[src/rtl/usr_pkg.sv]
// Shared definitions for the universal shift register: op modes, FSM states, op config.
package usr_pkg;

    localparam logic [1:0] MODE_LOG = 2'b00;
    localparam logic [1:0] MODE_ROT = 2'b01;
    localparam logic [1:0] MODE_ARI = 2'b10;
    localparam logic [1:0] MODE_SER = 2'b11;

    typedef enum logic [1:0] {
        ST_IDLE  = 2'd0,
        ST_SHIFT = 2'd1,
        ST_DONE  = 2'd2
    } state_t;

    // Operation settings captured at start and held for the whole op
    typedef struct packed {
        logic [1:0] mode;
        logic       dir;
    } op_cfg_t;

endpackage

[src/rtl/usr_shift_step.sv]
// Combinational single-bit step of the universal shift register.
module usr_shift_step
    import usr_pkg::*;
#(
    parameter int unsigned N = 8
) (
    input  logic [N-1:0] din,
    input  logic [1:0]   mode,
    input  logic         dir,
    input  logic         w,
    output logic [N-1:0] nxt_c,
    output logic         so_c
);

    logic fill;

    // Pick the bit entering the vacated end, then shift one position
    always_comb begin
        nxt_c = din;
        so_c  = 1'b0;
        fill  = 1'b0;
        if (dir) begin
            so_c = din[N-1];
            case (mode)
                MODE_ROT: fill = din[N-1];
                MODE_SER: fill = w;
                default:  fill = 1'b0;
            endcase
            nxt_c = {din[N-2:0], fill};
        end else begin
            so_c = din[0];
            case (mode)
                MODE_ROT: fill = din[0];
                MODE_ARI: fill = din[N-1];
                MODE_SER: fill = w;
                default:  fill = 1'b0;
            endcase
            nxt_c = {fill, din[N-1:1]};
        end
    end

endmodule

[src/rtl/univ_shift_reg.sv]
// Universal shift register: parallel load, multi-step shifts with start/busy/done handshake.
module univ_shift_reg
    import usr_pkg::*;
#(
    parameter int unsigned N   = 8,
    parameter int unsigned SHW = $clog2(N) + 1
) (
    input  logic           clk,
    input  logic           reset,
    input  logic           load,
    input  logic [N-1:0]   R,
    input  logic           start,
    input  logic [1:0]     mode,
    input  logic           dir,
    input  logic [SHW-1:0] amount,
    input  logic           w,
    output logic [N-1:0]   out,
    output logic           sout,
    output logic           busy,
    output logic           done
);

    state_t         state_q, state_nxt;
    op_cfg_t        op_q, op_nxt;
    logic [SHW-1:0] cnt_q, cnt_nxt;
    logic [N-1:0]   out_nxt;
    logic           sout_nxt;
    logic [N-1:0]   step_nxt;
    logic           step_so;

    usr_shift_step #(.N(N)) u_step (
        .din   (out),
        .mode  (op_q.mode),
        .dir   (op_q.dir),
        .w     (w),
        .nxt_c (step_nxt),
        .so_c  (step_so)
    );

    // State, op regs, counter and output registers
    always_ff @(posedge clk) begin
        if (reset) begin
            state_q <= ST_IDLE;
            op_q    <= '0;
            cnt_q   <= '0;
            out     <= '0;
            sout    <= 1'b0;
            busy    <= 1'b0;
            done    <= 1'b0;
        end else begin
            state_q <= state_nxt;
            op_q    <= op_nxt;
            cnt_q   <= cnt_nxt;
            out     <= out_nxt;
            sout    <= sout_nxt;
            busy    <= (state_nxt != ST_IDLE);
            done    <= (state_nxt == ST_DONE);
        end
    end

    // Next-state and datapath selection
    always_comb begin
        state_nxt = state_q;
        op_nxt    = op_q;
        cnt_nxt   = cnt_q;
        out_nxt   = out;
        sout_nxt  = sout;
        case (state_q)
            ST_IDLE: begin
                if (load) begin
                    out_nxt = R;
                end else if (start) begin
                    op_nxt.mode = mode;
                    op_nxt.dir  = dir;
                    cnt_nxt     = amount;
                    state_nxt   = (amount != '0) ? ST_SHIFT : ST_DONE;
                end
            end
            ST_SHIFT: begin
                out_nxt  = step_nxt;
                sout_nxt = step_so;
                cnt_nxt  = cnt_q - SHW'(1);
                if (cnt_q == SHW'(1)) begin
                    state_nxt = ST_DONE;
                end
            end
            ST_DONE: begin
                state_nxt = ST_IDLE;
            end
            default: begin
                state_nxt = ST_IDLE;
            end
        endcase
    end

endmodule
[config.mk]
export PLATFORM = sky130hd
export DESIGN_NAME = univ_shift_reg
export DESIGN_NICKNAME = d
export VERILOG_FILES = /design/src/rtl/usr_pkg.sv /design/src/rtl/usr_shift_step.sv /design/src/rtl/univ_shift_reg.sv
export SDC_FILE = /design/constraint.sdc
export NUM_CORES = 1
export LEC_CHECK = 0
export ABC_AREA = 1
export BUFFER_PORTS_ARGS = -buffer_cell sky130_fd_sc_hd__buf_2
export CAP_MARGIN = 20
export CORE_MARGIN = 2
export CORE_UTILIZATION = 53
export CTS_CLUSTER_DIAMETER = 60
export DETAILED_ROUTE_END_ITERATION = 10
export GPL_TIMING_DRIVEN = 0
export PLACE_DENSITY = 0.82
export SYNTH_ARGS = -nofsm -noshare
export SYNTH_HDL_FRONTEND = slang
export SYNTH_SLANG_ARGS = --single-unit
[constraint.sdc]
create_clock -name clk -period 1.9 [get_ports clk]
set_clock_uncertainty 0.15 [all_clocks]
set_input_delay 0.38 -clock clk [delete_from_list [all_inputs] [get_ports clk]]
set_output_delay 0.38 -clock clk [all_outputs]
set_load 0.005 [all_outputs]
* After elaboration in Yosys (flattened, before gate mapping) *
Index checks and enable logic that the tools add are counted.

storage, ports and cells
  flip-flop bits (word level) = 20
  output and inout port bits = 11
  logic and storage cells = 43

cells by class
  $add $sub $neg = 1
  equal/unequal tests = 10
  mux-type cells = 14
  bitwise gates (word level) = 1
  reductions and logical operators = 8

operator list
  kind                                                  number
  two-way mux 8 bit                                     2
  case mux 8 bit (2 select lines)                       1
  AND reduction 3 bit                                   3
  two-way mux 2 bit                                     4
  two-way mux 4 bit                                     2
  case mux 4 bit (2 select lines)                       1
  equality test 2 bit (second input constant)           3
  inequality test 2 bit (second input constant)         3
  equality test 2 x 1 -> 1 bit (second input constant)  2
  equality test 4 x 1 -> 1 bit (second input constant)  1
  case mux 2 bit (2 select lines)                       1
  nonzero test 2 bit                                    2
  nonzero test 4 bit                                    1
  subtractor 4 x 1 -> 4 bit (second input constant)     1
  inequality test 3 bit (second input constant)         1
  case mux 1 bit (3 select lines)                       1
  logical NOT 2 bit                                     1
  case mux 1 bit (2 select lines)                       1
  AND reduction 2 bit                                   1
  two-way mux 1 bit                                     1
  inverter 1 bit                                        1

* Longest topological paths before layout *
  word-level depth = 6
  depth in mapped cells = 7

* By module *
A second synthesis with hierarchy kept.

unflattened totals
  cells, all modules = 152
  area, all modules = 1048.5 um2

modules (own cells, without submodules)
  module          instances  cells an instance  area each (um2)  sequential area each (um2)
  univ_shift_reg  1          118                897.1            400.4
  usr_shift_step  1          34                 151.4            0.0

* Worst setup path after synthesis *
No wires, ideal clock.

  kind = register -> register
  from = register state_q[0]
  to = register out[7]
  data arrival time = 1014 ps
  required time = 1636 ps
  path slack = 622 ps
  cell stages (with the launch flop) = 7
  buffers on the path = 1
  period minus slack after synthesis = 1278 ps
  cells stage by stage = dfxtp_1 inv_2 a21oi_1 buf_4 nand3_1 a21oi_1 nor2_1

between the ends
  word-level cells in the longest chain between the ends = 3
  elaborated cells between the ends (all ways) = 7

ends and longest elaborated chain
  item                                                                  line                  source
  start, declared                                                       univ_shift_reg.sv:23  state_t state_q, state_nxt;
  start signal, assigned                                                univ_shift_reg.sv:51  state_q <= state_nxt;
  equality test 2 x 1 -> 1 bit or logical NOT 2 bit (tied branches)     univ_shift_reg.sv:68  case (state_q)
  inequality test 3 bit (no source line), or another cell as far along  n/a
  AND reduction 3 bit (no source line)                                  n/a
  end signal, assigned                                                  univ_shift_reg.sv:54  out <= out_nxt;
  end, declared                                                         univ_shift_reg.sv:17  output logic [N-1:0] out,

Parallel ways exist; a longest one is shown, timed or not.
A chain may end at the register's enable or synchronous reset.

* Worst setup path after layout *
  from = register state_q[1]
  to = register cnt_q[3]

between the ends
  word-level cells in the longest chain between the ends = 3
  elaborated cells between the ends (all ways) = 7

ends and longest elaborated chain
  item                                                                          line                  source
  logical NOT 2 bit or equality test 2 x 1 -> 1 bit (tied branches)             univ_shift_reg.sv:68
  inequality test 2 bit (no source line) or nonzero test 2 bit (tied branches)  n/a
  AND reduction 3 bit (no source line)                                          n/a
  end signal, assigned                                                          univ_shift_reg.sv:53  cnt_q <= cnt_nxt;
  end, declared                                                                 univ_shift_reg.sv:25  logic [SHW-1:0] cnt_q, cnt_nxt;

Parallel ways exist; a longest one is shown, timed or not.

==> results.toml <==
[floorplan]
die_w_um = 48.0
rows = 15
start_util_pct = 57.6
core-area_um2 = 1780
io_pins = 31
dieArea_um2 = 2310
die_h_um = 48.0

[clock_tree]
clk_latency_ns = 0.31
cts.root.buffer_cell = "clkbuf_4"
cts_tree = "done"
clock-sinks = 20
cts.htree.levels = 1
clk_pin_slew_ns = 0.11
post_cts_buffers = 0
clock_path_buffers = 2
numCtsBuffers = 3
postCtsResizedCells = 0
holdBufCountCts = 0

[timing]
rsz0062_at_grt = "false"
setup_tns_ns = 0
fin_crit_ns = 1.44
finalSetupViolCount = 0
drv_slew = 0
hold_viol = 0
max_slew_margin_pct = 75.2
final.setup.worst_slack_ns = 0.461
fmax_mhz = 695
finalCritPeriodShare_pct = 75.7
tightest_slew_ns = 0.372
whs_ns = 0.186

[yosys]
syn_area_um2 = 1030
syn_avg_cell_area_um2 = 6.54
ys_warn_count = 0
syn_inst = 157
synth-seq-cells = 20
synthDistinctLibCells = 17
yosysSeqAreaShare_pct = 39.0
syn_nets = 179

[run]
maxCapViolations = 0

[pwr]
power_density_nw_per_um2 = 761
power_uw = 944
max-vdd-ir-drop_v = 0.000534
total_leakage_power_nw = 0.601

[detailed_routing]
drtIter0Drc = 27
drt.antenna.violating_nets = 0
via_per_inst = 5.24
num_vias = 1126
drcViolationCount = 0
drt-pass1-iter-count = 4
routedWlPerCell_um = 11.2
routed_wl_um = 2410

[final_layout]
nNetsFinal = 213
diodes = 0
fin_cells = 215
seqCellArea_um2 = 400
syn2layout_area_growth_pct = 20.7
stdcell_area_um2 = 1240
postLayoutCoreUtil_pct = 69.5
multi_input_area_um2 = 526
fillers = 163
drive_gt1_share_pct = 20.5

[critical_path]
path_max_fanout = 10
r2r-end = "cnt_q[3]"
crit_type = "reg2reg"
endpoint = "cnt_q[3]"
cp-startpoint = "state_q[1]"
cp_cell_sequence = "inv_1, nand2_1, buf_2, o21ai_0, nand2_1, a21oi_1"
rr_startpoint = "state_q[1]"
start_kind = "flip-flop"
slowest_stage = "dfxtp_1"
reg2reg_depth = 6
r2r_slack_ns = 0.46
crit_required_ns = 1.95
cp_common_cell = "nand2_1"
arrival_ns = 1.48
cpPeakStageDelay_ns = 0.40
endpoint_kind = "flip-flop"

[global_route]
grt_first_pass_wirelength_um = 3730
grt_start_max_net_pins = 12
grtUsageTotal_pct = 23.8
grt_pass1_vias = 922
antenna_found_initial = 0
grt_remaining_overflow = 0

[placement]
dp_cells = 211
dpl.hpwl_um = 1830
port_buffers = 29
placed_area_um2 = 1200
place_ws_ns = 0.433
gp_congestion = 0.917

[min_path]
hold_class = "in2reg"

[run_status]
status = "complete, no violations"
-- power by group --
group | internal (mW) | switching, mW | leakage, nW
registers | 0.456 | 0.0309 | 0.165
logic | 0.0847 | 0.121 | 0.415
clock network | 0.117 | 0.135 | 0.0210
-- cell usage after synthesis, drive strengths merged --
| master | count | area (um^2) |
|---|---|---|
| o21ai | 14 | 70.1 |
| buf | 3 | 17.5 |
| a21oi | 28 | 140 |
| dfxtp | 20 | 400 |
| clkbuf | 2 | 8.75 |
| nand4 | 1 | 6.26 |
| nor2 | 19 | 73.8 |
| nand3 | 14 | 70.1 |
| o211ai | 2 | 15.0 |
| inv | 20 | 75.1 |
| ha | 2 | 25.0 |
| o22a | 1 | 8.76 |
| nand2 | 31 | 116 |
-- cell usage in the layout, fill, tap and decap left out, drive strengths merged --
cell type / count
a21oi: 28
buf: 32
clkbuf: 6
dfxtp: 20
ha: 2
inv: 20
nand2: 31
nand3: 14
nand4: 1
nor2: 19
o211ai: 2
o21ai: 14
o22a: 1
-- cell families (layout without fill, tap and decap cells) --
| group | count (synthesis) | in the layout | synth area share (%) |
|---|---|---|---|
| flip-flops | 20 | 20 | 39.0 |
| AO/OA/AOI/OAI | 45 | 45 | 22.8 |
| buffers and inverters | 25 | 58 | 9.87 |
| adder cells (fa/ha/maj) | 2 | 2 | 2.44 |
| AND/OR/NAND/NOR | 65 | 65 | 25.9 |
-- worst max-delay path: cells and delay by family, from the launching register on --
| kind | cells | cell delay (ns) |
|---|---|---|
| simple gates | 2 | 0.26 |
| compound gates | 2 | 0.19 |
| flops | 1 | 0.40 |
| buf+inv | 2 | 0.33 |
-- cell type report --
cell class,instances,share of cell area (%)
plain buffers,5,2.12
repair buffers,29,11.7
well taps,25,2.52
multi-input cells,112,42.4
inverters,20,6.05
flip-flops and latches,20,32.3
clock buffers,4,2.93
-- worst min-delay path by stage --
stage	startpoint	end	slack (ns)	cells past startpoint
3_5_place_dp	out[0]	out[0]	0.32	2
2_1_floorplan	cnt_q[3]	cnt_q[3]	0.31	2
6_report	R[3]	out[3]	0.19	3
5_1_grt	R[3]	out[3]	0.18	3
4_1_cts	R[3]	out[3]	0.19	3
3_3_place_gp	out[0]	out[0]	0.32	2
-- sequential cells by signal, summed over array words and instances (netlist names) --
register  cells
busy          1
out           8
cnt_q         4
sout          1
op_q          3
state_q       2
done          1
-- per-layer routing --
metal  global-route usage [%]  share of wire [%]  vias up
met1                     29.4                 45      502
met4                     9.73                1.7        0
li1                         -                  -      583
met5                        0                  0        -
met3                     4.53                4.9        5
met2                     40.3                 48       36
Power figures use the tool's default switching activity.
